==> src/rtl/run_monitor_pkg.sv <==
// run_monitor_pkg
//   Shared types and constants for the run monitor.
//   state_t           : controller state encoding (RUN/DRAIN/DUMP/DONE)
//   HALT_INST_DEFAULT : default halt-detect instruction encoding (ebreak)
package run_monitor_pkg;

    typedef enum logic [1:0] {
        RUN   = 2'd0,
        DRAIN = 2'd1,
        DUMP  = 2'd2,
        DONE  = 2'd3
    } state_t;

    localparam logic [31:0] HALT_INST_DEFAULT = 32'h0010_0073;

    localparam int DRAIN_CNT_W = 8;

endpackage

==> src/rtl/run_monitor_dump_seq.sv <==
// run_monitor_dump_seq
//   Word-index sequencer for the memory dump. While active, presents the
//   byte address of the current word and advances on each accepted handshake.
//   Ports:
//     clk, reset : clock, synchronous active-high reset
//     active     : controller is in DUMP
//     ready      : consumer accepts the current address
//     valid      : address is valid (mirrors active)
//     addr       : byte address, 4 * word index
//     last       : the final word is being accepted this cycle
module run_monitor_dump_seq #(
    parameter int DUMP_WORDS = 20
) (
    input  logic        clk,
    input  logic        reset,
    input  logic        active,
    input  logic        ready,
    output logic        valid,
    output logic [31:0] addr,
    output logic        last
);

    localparam int IDX_W = (DUMP_WORDS > 1) ? $clog2(DUMP_WORDS) : 1;
    localparam logic [IDX_W-1:0] LAST_IDX = IDX_W'(DUMP_WORDS - 1);

    logic [IDX_W-1:0] idx;
    logic             accept;

    assign valid  = active;
    assign accept = active && ready;
    assign last   = accept && (idx == LAST_IDX);
    assign addr   = 32'(idx) << 2;

    // The index parks on the final word; the controller leaves DUMP on that
    // acceptance, so it never needs to wrap.
    always_ff @(posedge clk) begin
        if (reset) begin
            idx <= '0;
        end else if (accept && (idx != LAST_IDX)) begin
            idx <= idx + IDX_W'(1);
        end
    end

endmodule

==> src/rtl/run_monitor.sv <==
// run_monitor
//   Watches instruction fetch on NUM_HARTS channels, counts run cycles, and
//   ends the run when every hart has fetched HALT_INST (then drains for
//   DRAIN_CYCLES) or when TIMEOUT_CYCLES elapse. Afterwards it sequences
//   DUMP_WORDS data-memory word addresses out over a valid/ready handshake.
//   Optional feature macro: RUN_MONITOR_INSTRET_EN adds per-hart retired
//   fetch counters on output instret.
//   Ports:
//     clk, reset  : clock, synchronous active-high reset
//     inst_valid  : per-hart fetch strobe
//     inst        : per-hart fetched instruction, hart h at [32h+31:32h]
//     dump_ready  : consumer accepts dump_addr
//     state       : RUN=0, DRAIN=1, DUMP=2, DONE=3
//     cycles      : saturating cycle count, frozen from DUMP onward
//     timeout     : sticky, run ended by cycle limit
//     done        : sticky, dump complete
//     dump_valid  : dump_addr valid
//     dump_addr   : byte address of the word being dumped
//     instret     : (macro only) per-hart fetch counts, CNT_W bits per hart
//
//   state | meaning
//   RUN   | counting cycles, collecting per-hart halts, watching the limit
//   DRAIN | all harts halted, waiting DRAIN_CYCLES for the pipeline to empty
//   DUMP  | sequencing dump addresses, cycle count frozen
//   DONE  | dump finished, terminal until reset
module run_monitor
    import run_monitor_pkg::*;
#(
    parameter int          NUM_HARTS      = 1,
    parameter logic [31:0] HALT_INST      = HALT_INST_DEFAULT,
    parameter int          DRAIN_CYCLES   = 5,
    parameter int          TIMEOUT_CYCLES = 50000,
    parameter int          DUMP_WORDS     = 20,
    parameter int          CNT_W          = 32
) (
    input  logic                       clk,
    input  logic                       reset,
    input  logic [NUM_HARTS-1:0]       inst_valid,
    input  logic [32*NUM_HARTS-1:0]    inst,
    input  logic                       dump_ready,
    output logic [1:0]                 state,
    output logic [CNT_W-1:0]           cycles,
    output logic                       timeout,
    output logic                       done,
    output logic                       dump_valid,
`ifdef RUN_MONITOR_INSTRET_EN
    output logic [CNT_W*NUM_HARTS-1:0] instret,
`endif
    output logic [31:0]                dump_addr
);

    localparam int DRAIN_LOAD_I = (DRAIN_CYCLES > 0) ? DRAIN_CYCLES - 1 : 0;
    localparam logic [DRAIN_CNT_W-1:0] DRAIN_LOAD = DRAIN_CNT_W'(DRAIN_LOAD_I);
    localparam logic [CNT_W-1:0] TIMEOUT_LAST = CNT_W'(TIMEOUT_CYCLES - 1);

    state_t                 state_q, state_d;
    logic [NUM_HARTS-1:0]   halt_seen;
    logic [NUM_HARTS-1:0]   halt_hit;
    logic [DRAIN_CNT_W-1:0] drain_cnt;
    logic [CNT_W-1:0]       cycles_q;
    logic                   timeout_q;
    logic                   done_q;
    logic                   all_halt;
    logic                   limit_hit;
    logic                   counting;
    logic                   dump_last;

    always_comb begin
        halt_hit = '0;
        for (int h = 0; h < NUM_HARTS; h++) begin
            halt_hit[h] = inst_valid[h] && (inst[32*h +: 32] == HALT_INST);
        end
    end

    // Halts arriving this very cycle count toward completion.
    assign all_halt  = &(halt_seen | halt_hit);
    assign limit_hit = (cycles_q == TIMEOUT_LAST);
    assign counting  = (state_q == RUN) || (state_q == DRAIN);

    always_comb begin
        state_d = state_q;
        case (state_q)
            RUN: begin
                // Halt completion takes priority over a coincident timeout.
                if (all_halt) begin
                    state_d = (DRAIN_CYCLES == 0) ? DUMP : DRAIN;
                end else if (limit_hit) begin
                    state_d = DUMP;
                end
            end
            DRAIN: begin
                if (drain_cnt == '0) begin
                    state_d = DUMP;
                end
            end
            DUMP: begin
                if (dump_last) begin
                    state_d = DONE;
                end
            end
            DONE:    state_d = DONE;
            default: state_d = RUN;
        endcase
    end

    always_ff @(posedge clk) begin
        if (reset) begin
            state_q   <= RUN;
            cycles_q  <= '0;
            timeout_q <= 1'b0;
            done_q    <= 1'b0;
            halt_seen <= '0;
            drain_cnt <= '0;
        end else begin
            state_q <= state_d;
            if (counting && (cycles_q != '1)) begin
                cycles_q <= cycles_q + CNT_W'(1);
            end
            if (state_q == RUN) begin
                halt_seen <= halt_seen | halt_hit;
            end
            // Terminal-count down-counter: loaded with N-1 so DRAIN spans N cycles.
            if ((state_q == RUN) && (state_d == DRAIN)) begin
                drain_cnt <= DRAIN_LOAD;
            end else if ((state_q == DRAIN) && (drain_cnt != '0)) begin
                drain_cnt <= drain_cnt - DRAIN_CNT_W'(1);
            end
            if ((state_q == RUN) && !all_halt && limit_hit) begin
                timeout_q <= 1'b1;
            end
            if ((state_q == DUMP) && dump_last) begin
                done_q <= 1'b1;
            end
        end
    end

    run_monitor_dump_seq #(
        .DUMP_WORDS (DUMP_WORDS)
    ) u_dump_seq (
        .clk    (clk),
        .reset  (reset),
        .active (state_q == DUMP),
        .ready  (dump_ready),
        .valid  (dump_valid),
        .addr   (dump_addr),
        .last   (dump_last)
    );

`ifdef RUN_MONITOR_INSTRET_EN
    logic [NUM_HARTS-1:0][CNT_W-1:0] instret_q;

    always_ff @(posedge clk) begin
        if (reset) begin
            instret_q <= '0;
        end else if (counting) begin
            for (int h = 0; h < NUM_HARTS; h++) begin
                if (inst_valid[h] && (instret_q[h] != '1)) begin
                    instret_q[h] <= instret_q[h] + CNT_W'(1);
                end
            end
        end
    end

    assign instret = instret_q;
`endif

    assign state   = state_q;
    assign cycles  = cycles_q;
    assign timeout = timeout_q;
    assign done    = done_q;

endmodule

==> config.mk <==
export PLATFORM = sky130hd
export DESIGN_NAME = run_monitor
export DESIGN_NICKNAME = d
export VERILOG_FILES = /design/src/rtl/run_monitor_pkg.sv /design/src/rtl/run_monitor_dump_seq.sv /design/src/rtl/run_monitor.sv
export SDC_FILE = /design/constraint.sdc
export NUM_CORES = 1
export LEC_CHECK = 0
export CORE_MARGIN = 2
export CORE_UTILIZATION = 35
export DETAILED_ROUTE_END_ITERATION = 10
export PLACE_DENSITY = 0.65
export SLEW_MARGIN = 10
export SYNTH_ARGS = -nofsm -noshare
export SYNTH_HDL_FRONTEND = slang
export SYNTH_HIERARCHICAL = 1
export SYNTH_SLANG_ARGS = --single-unit
==> constraint.sdc <==
create_clock -name clk -period 4 [get_ports clk]
set_clock_uncertainty 0.2 [all_clocks]
set_input_delay 0.4 -clock clk [delete_from_list [all_inputs] [get_ports clk]]
set_output_delay 0.4 -clock clk [all_outputs]
set_load 0.01 [all_outputs]
* After elaboration in Yosys (flattened, before gate mapping)
Cells that the tools add are included.
** Cells by class
- Eq/ne operators :: 9
- Add/sub/neg operators :: 3
- Magnitude comparators :: 0
- Muxes and demuxes :: 7
- Div/mod/pow operators :: 0
- Bitwise logic cells :: 1
- Reductions and logical operators :: 17
- Shifts and indexed selects :: 0
- Multipliers :: 0
** Operators by type and width (count)
- $add 32x1->32 const B :: 1
- $eq 32x16->1 const B :: 1
- $eq 32x21->1 const B :: 1
- $ne 32x32->1 const B :: 1
- $logic_and 1x1->1 :: 10
- $logic_not 8->1 :: 1
- $mux 2 :: 4
- $pmux 2 s4 :: 1
- $reduce_bool 8->1 :: 1
- $sub 8x1->8 const B :: 1
- $mux 3 :: 2
- $add 5x1->5 const B :: 1
- $eq 5x5->1 const B :: 1
- $ne 5x5->1 const B :: 1
- $eq 2x1->1 const B :: 2
- $eq 2x2->1 const B :: 2
- $logic_not 2->1 :: 1
- $reduce_bool 2->1 :: 1
- $reduce_or 2->1 :: 1
- $logic_not 1->1 :: 1
- $logic_or 1x1->1 :: 1
- $or 1x1->1 :: 1
** Word-level totals
- Latch bits :: 0
- ROM bits :: 0
- Memories kept :: 0
- Output and inout bits :: 69
- Register bits :: 50
- Input port bits :: 36
- Word-level logic and storage cells :: 45
- Bits in writable memories :: 0

* Logic depth before layout (Yosys ltp)
Gate-level depths: netlist of the first run.
- Depth after elaboration :: 8
- Mapped depth :: 9
- Depth with buffers taken out :: 7

* Hierarchy
The synthesis of the first run kept the hierarchy.
** Modules (own cells, without submodules)
- run_monitor :: cells an instance 277, sequential area each 900.9 um2, area each 2394.8 um2, instances 1
- run_monitor_dump_seq :: cells an instance 58, sequential area each 100.1 um2, area each 475.5 um2, instances 1

* Least setup slack after synthesis of the first run
OpenSTA, ideal clock, no wires.
- Path type :: input to register
- Start :: input port inst[3]
- End :: register drain_cnt[0]
- Arrival :: 1.853 ns
- Path slack :: 1.820 ns
- Cell stages on the path :: 5
- Path buffers :: 0
- Required time :: 3.673 ns
- Setup time :: 0.127 ns
- Path through :: or4b_1 nor4_1 a41oi_1 o31ai_4 nor2_1
** On the way
- Word-level cells in the longest chain between the ends :: 8
** Ends and longest elaborated chain
- start, declared :: line run_monitor.sv:39 : input logic [32*NUM_HARTS-1:0] inst,
- $eq 32x21->1 :: line run_monitor.sv:71 : halt_hit[h] = inst_valid[h] && (inst[32*h +: 32] == HALT_INST);
- $logic_and 1x1->1 :: line run_monitor.sv:71
- $or 1x1->1 :: line run_monitor.sv:76 : assign all_halt = &(halt_seen | halt_hit);
- $mux 2 :: line run_monitor.sv:85 : if (all_halt) begin
- $pmux 2 s4 :: line run_monitor.sv:82 : case (state_q)
- $eq 2x1->1 :: line run_monitor.sv:123 : if ((state_q == RUN) && (state_d == DRAIN)) begin
- $logic_and 1x1->1 :: line run_monitor.sv:123
- $reduce_or 2->1 (no source line)
- end signal, assigned :: line run_monitor.sv:126 : drain_cnt <= drain_cnt - DRAIN_CNT_W'(1);
- end, declared :: line run_monitor.sv:59 : logic [DRAIN_CNT_W-1:0] drain_cnt;
No other way between the ends.
A chain may end at the register's enable or synchronous reset.

* Worst setup path after layout of the first run
- Start :: register cycles_q[24], in the netlist cycles[24]
- End :: register cycles_q[5], in the netlist cycles[5]
** On the way
- Word-level cells in the longest chain between the ends :: 2
** Ends and longest elaborated chain
- start, declared :: line run_monitor.sv:60 : logic [CNT_W-1:0] cycles_q;
- start signal, assigned :: line run_monitor.sv:117 : cycles_q <= cycles_q + CNT_W'(1);
- $ne 32x32->1 :: line run_monitor.sv:116 : if (counting && (cycles_q != '1)) begin
- $logic_and 1x1->1 :: line run_monitor.sv:116
No other way between the ends.

==> results.sh, run 1 <==
export IMPL_ys_flop_type="dfxtp_1"
export IMPL_ys_seq_area_frac=0.349
export IMPL_tns_ps=0
export IMPL_gp_congestion=0.815
export IMPL_p_sw_frac=0.243
export IMPL_timing_slew_headroom=0.475
export IMPL_peakVddDrop_mv=0.151
export IMPL_synth_top_cell_by_area="dfxtp_1"
export IMPL_antenna_found_initial=0
export IMPL_grt_pass1_wl_um=11100
export IMPL_endpoint_kind="flip-flop"
export IMPL_synth_seq_cells=50
export IMPL_die_area_mm2=0.00894
export IMPL_syn_area_mm2=0.00287
export IMPL_drc=0
export IMPL_critPathLaunch="cycles[24]"
export IMPL_root_buffer="clkbuf_8"
export IMPL_cap_violations=0
export IMPL_antennaDiodeCount=0
export IMPL_grt_ovfl_total=0
export IMPL_die_w_um=94.6
export IMPL_ys_top_cells_by_count="dfxtp_1 (50), buf_4 (29), nor2_1 (27)"
export IMPL_synth_simple_gate_area_share=0.311
export IMPL_fin_nets=446
export IMPL_async_flop_share=0
export IMPL_r2r_start="cycles[24]"
export IMPL_hold_violations=0
export IMPL_synth_fa_ha_area_frac=0.0131
export IMPL_power_density_mw_per_mm2=268
export IMPL_yosysWarnings=6
export IMPL_clk_latency_ps=300
export IMPL_fp_dieH_um=94.6
export IMPL_path_class="reg2reg"
export IMPL_synth_top_family_by_area="simple AND/OR/NAND/NOR gates"
export IMPL_vias=2686
export IMPL_synth_top_area_frac=0.349
export IMPL_hold_class="reg2reg"
export IMPL_coreArea_mm2=0.00809
export IMPL_cts_inserted_buffers=5
export IMPL_wl_per_cell_um=13.4
export IMPL_drive_gt1_frac=0.0588
export IMPL_p_seq_frac=0.520
export IMPL_rows=33
export IMPL_clockBufferDepth=2
export IMPL_initial_core_util=0.355
export IMPL_grt_setup_unrepaired="false"
export IMPL_pwr_share_comb=0.117
export IMPL_grt_pass1_vias=2407
export IMPL_htreeDepth=2
export IMPL_cp_start_kind="flip-flop"
export IMPL_synth_compound_area_share=0.149
export IMPL_hp_start="timeout"
export IMPL_port_buffers=77
export IMPL_area_growth_pct=29.7
export IMPL_dp_hpwl_um=5110
export IMPL_synthCells=335
export IMPL_postRouteAntennaNets=0
export IMPL_drt_initial_drc_count=99
export IMPL_viasPerCell=5.24
export IMPL_finalCritPeriodShare=0.683
export IMPL_syn_area_per_cell_um2=8.57
export IMPL_synth_xor_xnor_area_share=0.0488
export IMPL_setup_viol_count_final=0
export IMPL_cts_tree="built"
export IMPL_holdBufCountCts=0
export IMPL_drt_wl_total_um=6880
export IMPL_status="finished, final reports clean"
export IMPL_cts_sinks=50
export IMPL_ios=105
export IMPL_synth_area_leaders="dfxtp_1 (35%), buf_4 (7.6%), nor2_1 (3.5%), a21oi_1 (3.5%), xnor2_1 (3.1%)"
export IMPL_r2r_setup_slack_ps=1270
export IMPL_leakage_nw=1.28
export IMPL_clock_power_share=0.363
export IMPL_crit_arrival_ps=2730
export IMPL_synthMuxAreaShare=0.0192
export IMPL_hold_depth=2
export IMPL_worstMarginPinSlew_ps=777
export IMPL_clock_fmax_mhz=366
export IMPL_cts_setup_buffers=0
export IMPL_period_needed_ps=2730
export IMPL_clkTransAtPathRegs_ps=90
export IMPL_finish_utilization=0.460
export IMPL_drt_pass1_iter_count=4
export IMPL_grt_max_degree=34
export IMPL_synth_most_common_cell="dfxtp_1"
export IMPL_synth_edff_count=0
export IMPL_ctsResizeCount=0
export IMPL_crit_fanout=17
export IMPL_ys_types=59
export IMPL_rr_worst_depth=6
export IMPL_p_switching_uw=242
export IMPL_drv_slew=0
export IMPL_intPower_uw=754
export IMPL_cp_required_ps=4000
export IMPL_grt_use_total=0.152
==> per-layer routing <==
| metal | track usage | part of all wire | vias up |
|---|---|---|---|
| li1 | - | - | 1321 |
| met1 | 0.187 | 0.44 | 1269 |
| met2 | 0.264 | 0.47 | 91 |
| met3 | 0.0327 | 0.077 | 5 |
| met4 | 0.0483 | 0.0089 | 0 |
| met5 | 0 | 0 | - |
==> per-stage QoR <==
stage	instances	setup WS (ps)	cell area [um2]	power, mW	hold WS [ps]
final	513	1270	3720	0.997	287
after detailed placement	505	1110	3610	0.646	272
after floorplan	361	1820	2970	0.606	265
after CTS	513	1290	3720	1.01	291
after global routing	513	1120	3720	1.04	330
after global placement	505	1130	3610	0.645	254
==> critical path: stages (launching register included) <==
cell and delay (ps):
dfxtp_1 500, and4_1 350, and4_1 530, a31o_1 550, buf_4 270, nor3_1 60, o21a_1 170
==> layout make-up <==
| cell class | count | area, um2 |
|---|---|---|
| fillers | 797 | 4370 |
| multi-input cells | 263 | 1650 |
| flip-flops and latches | 50 | 1000 |
| repair buffers | 79 | 798 |
| well taps | 105 | 131 |
| clock buffers | 6 | 72.6 |
| clock inverters | 2 | 37.5 |
| inverters | 8 | 30.0 |
==> layout by cell type (no fill, tap or decap), types with 6 or more instances in the layout <==
master / n
nor3_1: 8
or3_1: 10
nand4_1: 8
or4_1: 8
xor2_1: 6
dfxtp_1: 50
nor2b_1: 6
nor2_1: 27
o21ai_0: 10
and4_1: 6
xnor2_1: 10
a21oi_1: 20
clkdlybuf4s50_1: 77
inv_1: 8
conb_1: 27
nor4_1: 13
nand3_1: 14
nand2_1: 22
==> path summary, 6_finish.rpt <==
path | end
max | cycles[5]
max reg2reg | cycles[5]
min | timeout
min reg2reg | timeout
==> registers in the layout (all words and copies together) (netlist names) <==
name,cells
timeout,1
halt_seen,1
state,2
drain_cnt,8
done,1
cycles,32
u_dump_seq/idx,5
==> power groups by stage <==
stage               Combinational [mW]  Clock, mW  Sequential, mW
floorplan                       0.0773          0           0.528
global placement                 0.116          0           0.530
detailed placement               0.116          0           0.530
CTS                              0.117      0.370           0.518
global route                     0.130      0.391           0.520
finish                           0.117      0.362           0.518
==> cell families (layout without fill, tap and decap cells) <==
logic type | after synthesis | after routing
flops | 50 | 50
simple gates | 152 | 152
compound gates | 60 | 60
other cells | 1 | 27
buf+inv | 48 | 95
mux | 5 | 5
xor+xnor | 16 | 16
fa+ha+maj | 3 | 3
Power figures use the tool's default switching activity.
==> run 2, diff against run 1 <==
- clock period: 4 -> 2.85 ns (I/O delays scaled with it)
==> results.sh, run 2 (synthesis gave the netlist of run 1 again) <==
export IMPL_crit_arrival_ps=2470
export IMPL_initial_core_util=0.355
export IMPL_status="finished, final reports clean"
export IMPL_die_area_mm2=0.00894
export IMPL_r2r_setup_slack_ps=380
export IMPL_path_class="reg2reg"
export IMPL_period_needed_ps=2470
export IMPL_r2r_start="cycles[0]"
export IMPL_drt_wl_total_um=7170
export IMPL_hold_end="timeout"
export IMPL_cap_violations=0
export IMPL_antenna_found_initial=0
export IMPL_hold_class="reg2reg"
export IMPL_ios=105
export IMPL_r2r_end="cycles[5]"
export IMPL_grt_setup_unrepaired="false"
export IMPL_port_buffers=77
export IMPL_drv_slew=0
export IMPL_viasPerCell=5.19
export IMPL_tns_ps=0
export IMPL_grt_pass1_vias=2490
export IMPL_layout_common_cells="clkdlybuf4s50_1 (77), dfxtp_1 (50), nor2_1 (27), conb_1 (27), nand2_1 (22)"
export IMPL_clkTransAtPathRegs_ps=90
export IMPL_area_growth_pct=30.4
export IMPL_grt_max_degree=48
export IMPL_cts_setup_buffers=0
export IMPL_cp_required_ps=2850
export IMPL_root_buffer="clkbuf_8"
export IMPL_drt_initial_drc_count=123
export IMPL_grt_pass1_wl_um=11500
export IMPL_gp_congestion=0.805
export IMPL_cts_inserted_buffers=5
export IMPL_vias=2693
export IMPL_cp_cell_sequence="ha_1 > nand3_1 > nor3_1 > a31o_1 > buf_4 > nor3_1 > o21a_1"
export IMPL_cts_tree="built"
export IMPL_slowest_delay_ps=450
export IMPL_clk_latency_ps=300
export IMPL_finalCritPeriodShare=0.867
export IMPL_htreeDepth=2
export IMPL_crit_fanout=12
export IMPL_drt_pass1_iter_count=4
export IMPL_grt_ovfl_total=0
export IMPL_antennaDiodeCount=0
export IMPL_largest_reg_flops=32
export IMPL_peakVddDrop_mv=0.164
export IMPL_hold_violations=0
export IMPL_coreArea_mm2=0.00809
export IMPL_drive_gt1_frac=0.0700
export IMPL_setup_viol_count_final=0
export IMPL_grt_use_total=0.159
export IMPL_rr_worst_depth=7
export IMPL_holdBufCountCts=0
export IMPL_endpoint_kind="flip-flop"
export IMPL_total_power_mw=1.29
export IMPL_clock_fmax_mhz=405
export IMPL_cts_sinks=50
export IMPL_power_density_mw_per_mm2=346
export IMPL_hold_depth=2
export IMPL_die_w_um=94.6
export IMPL_fin_hold_ws_ps=297
export IMPL_drc=0
export IMPL_cp_start_kind="flip-flop"
export IMPL_hp_start="timeout"
export IMPL_fp_dieH_um=94.6
export IMPL_clockBufferDepth=2
export IMPL_layout_cells_most_common="clkdlybuf4s50_1"
export IMPL_leakage_nw=1.30
export IMPL_fin_nets=453
export IMPL_cp_common_cell="nor3_1"
export IMPL_wl_per_cell_um=13.8
export IMPL_ctsResizeCount=0
export IMPL_worst_path_max_delay_cell="a31o_1"
export IMPL_postRouteAntennaNets=0
export IMPL_rows=33
export IMPL_nFillCells=803
export IMPL_dp_hpwl_um=5290
## run 2: worst max path at each step
stage               start            to  slack [ps]  cells past startpoint
3_5_place_dp      inst[3]  drain_cnt[6]         230                      7
6_report        cycles[0]     cycles[5]         380                      7
2_1_floorplan  cycles[24]    cycles[25]         700                      8
4_1_cts         cycles[0]     cycles[4]         380                      7
3_3_place_gp      inst[3]  drain_cnt[6]         260                      7
5_1_grt         cycles[0]     cycles[4]         160                      7
## run 2: per-layer routing
layer	wire, um	track usage	up-vias
met1	3250	0.204	1265
met2	3380	0.274	89
met4	60	0.0423	0
li1	-	-	1333
met3	480	0.0303	6
met5	0	0	-
## run 2: power by group
| group | switching, mW | total (mW) | internal, mW | leakage [nW] |
|---|---|---|---|---|
| sequential | 0.0173 | 0.726 | 0.708 | 0.403 |
| clock | 0.227 | 0.397 | 0.170 | 0.0383 |
| combinational | 0.0803 | 0.171 | 0.0906 | 0.860 |
## run 2: metrics by stage
| step | setup WS, ps | cell area (um2) | instances | utilization |
|---|---|---|---|---|
| after floorplan | 702 | 2970 | 361 | - |
| after global placement | 259 | 3670 | 512 | 0.453 |
| after CTS | 375 | 3740 | 519 | 0.462 |
| after detailed placement | 227 | 3670 | 512 | 0.453 |
| after global routing | 161 | 3740 | 519 | 0.462 |
| final | 379 | 3740 | 519 | 0.462 |
## run 2: area by class of cell
cell class,instances,area [um2],share of cell area
multi-input cells,263,1650,0.442
flip-flops and latches,50,1000,0.267
repair buffers,86,851,0.227
well taps,105,131,0.0351
clock buffers,7,76.3,0.0204
inverters,8,30.0,0.00802
## run 2: critical path: cells and delay by family (launching register included)
kind | cells | cell delay [ps]
AND/OR/NAND/NOR | 3 | 650
AO/OA/AOI/OAI | 2 | 620
flip-flops | 1 | 410
adder cells (fa/ha/maj) | 1 | 240
buffers and inverters | 1 | 260
==> run 3, diff against run 2 <==
- REMOVE_ABC_BUFFERS: not set -> 1
==> results.sh, run 3 (synthesis gave the netlist of run 1 again) <==
export IMPL_clock_power_share=0.329
export IMPL_r2r_setup_slack_ps=510
export IMPL_met3WireLength_um=607
export IMPL_area_growth_pct=31.1
export IMPL_cts_setup_buffers=0
export IMPL_vias=2688
export IMPL_p_sw_frac=0.255
export IMPL_drt_initial_drc_count=129
export IMPL_period_needed_ps=2420
export IMPL_largest_reg_flops=32
export IMPL_status="finished, final reports clean"
export IMPL_wl_per_cell_um=13.6
export IMPL_cp_start_kind="primary input"
export IMPL_leakage_nw=1.32
export IMPL_layout_common_cells="clkdlybuf4s50_1 (77), dfxtp_1 (50), nor2_1 (27), conb_1 (27), nand2_1 (22)"
export IMPL_drc=0
export IMPL_grt_use_total=0.158
export IMPL_peakVddDrop_mv=0.213
export IMPL_r2r_start="cycles[13]"
export IMPL_endpoint_kind="flip-flop"
export IMPL_initial_core_util=0.355
export IMPL_cts_sinks=50
export IMPL_port_buffers=77
export IMPL_hp_start="done"
export IMPL_rr_worst_depth=5
export IMPL_nFillCells=782
export IMPL_tns_ps=0
export IMPL_layout_cells_most_common="clkdlybuf4s50_1"
export IMPL_cp_required_ps=2840
export IMPL_top_layer="met4"
export IMPL_coreArea_mm2=0.00809
export IMPL_ios=105
export IMPL_intPower_uw=997
export IMPL_viasPerCell=5.15
export IMPL_cts_inserted_buffers=5
export IMPL_gp_congestion=0.764
export IMPL_clkTransAtPathRegs_ps=100
export IMPL_cts_tree="built"
export IMPL_die_area_mm2=0.00894
export IMPL_multi_input_area_mm2=0.00165
export IMPL_slowest_delay_ps=520
export IMPL_ctsResizeCount=0
export IMPL_critPathLaunch="inst[3]"
export IMPL_dp_hpwl_um=5410
export IMPL_wl_met2_um=3250
export IMPL_power_density_mw_per_mm2=355
export IMPL_cap_violations=0
export IMPL_worst_path_max_delay_cell="or4b_1"
export IMPL_grt_pass1_wl_um=11300
export IMPL_holdBufCountCts=0
export IMPL_r2r_end="cycles[29]"
export IMPL_root_buffer="clkbuf_8"
export IMPL_crit_fanout=7
export IMPL_htreeDepth=2
export IMPL_rows=33
export IMPL_p_seq_frac=0.541
export IMPL_setup_viol_count_final=0
export IMPL_regArea_mm2=0.00100
export IMPL_endpoint="drain_cnt[0]"
export IMPL_path_class="in2reg"
export IMPL_wirelength_met1_um=3210
export IMPL_grt_ovfl_total=0
export IMPL_pwr_share_comb=0.130
export IMPL_cp_cell_sequence="clkdlybuf4s50_1 > or4b_1 > nor4_1 > a41oi_1 > o31ai_4 > nor2_1"
export IMPL_timing_slew_headroom=0.514
export IMPL_grt_pass1_vias=2416
export IMPL_clk_latency_ps=300
export IMPL_postRouteAntennaNets=0
export IMPL_layout_cells_non_filler=522
export IMPL_hold_violations=0
export IMPL_drt_wl_total_um=7120
export IMPL_dpl_cell_count=514
export IMPL_drv_slew=0
export IMPL_antennaDiodeCount=0
export IMPL_grt_setup_unrepaired="false"
export IMPL_crit_arrival_ps=2400
export IMPL_p_switching_uw=340
export IMPL_clockBufferDepth=2
export IMPL_drt_pass1_iter_count=4
export IMPL_fp_dieH_um=94.6
export IMPL_worstMarginPinSlew_ps=720
export IMPL_die_w_um=94.6
export IMPL_grt_max_degree=21
export IMPL_finalCritPeriodShare=0.848
export IMPL_antenna_found_initial=0
export IMPL_clock_fmax_mhz=414
export IMPL_hold_class="reg2reg"
export IMPL_drive_gt1_frac=0.0815
export IMPL_fin_nets=455
run 3: area by class of cell:
class                           instances  share of cell area
Clock buffer                            6              0.0219
Inverter                                8             0.00798
Sequential cell                        50               0.266
Clock inverter                          2             0.00332
Multi-Input combinational cell        263               0.439
Timing Repair Buffer                   88               0.227
Tap cell                              105              0.0349
run 3: worst min path at each step:
stage,to,depth (start not counted)
after global routing,done,2
after global placement,done,2
after CTS,done,2
after detailed placement,done,2
final,done,2
after floorplan,state[0],1
run 3: power by group through the flow:
stage	registers (mW)	logic [mW]	clock network (mW)
after floorplan	0.745	0.0637	0
after global placement	0.740	0.172	0
after detailed placement	0.740	0.174	0
after CTS	0.724	0.175	0.453
after global routing	0.727	0.192	0.491
final	0.724	0.174	0.439
run 3: metal layers:
layer  vias to the layer above  track usage
li1                       1338            -
met3                         4       0.0479
met5                         -            0
met4                         0       0.0471
met1                      1253        0.200
met2                        93        0.261
run 3: critical path: cells and delay by family:
kind	cells	cell delay, ps
AOI/OAI and AO/OA	2	810
and+or+nand+nor	3	920
buffers and inverters	1	390
run 3: through the flow:
step | setup WS (ps) | utilization | area [um2] | hold slack (ps) | power, mW
floorplan | 384 | - | 2680 | 154 | 0.808
global placement | 179 | 0.453 | 3670 | 258 | 0.912
detailed placement | 104 | 0.453 | 3670 | 278 | 0.914
CTS | 434 | 0.465 | 3760 | 300 | 1.35
global route | 263 | 0.465 | 3760 | 336 | 1.41
finish | 434 | 0.465 | 3760 | 300 | 1.34
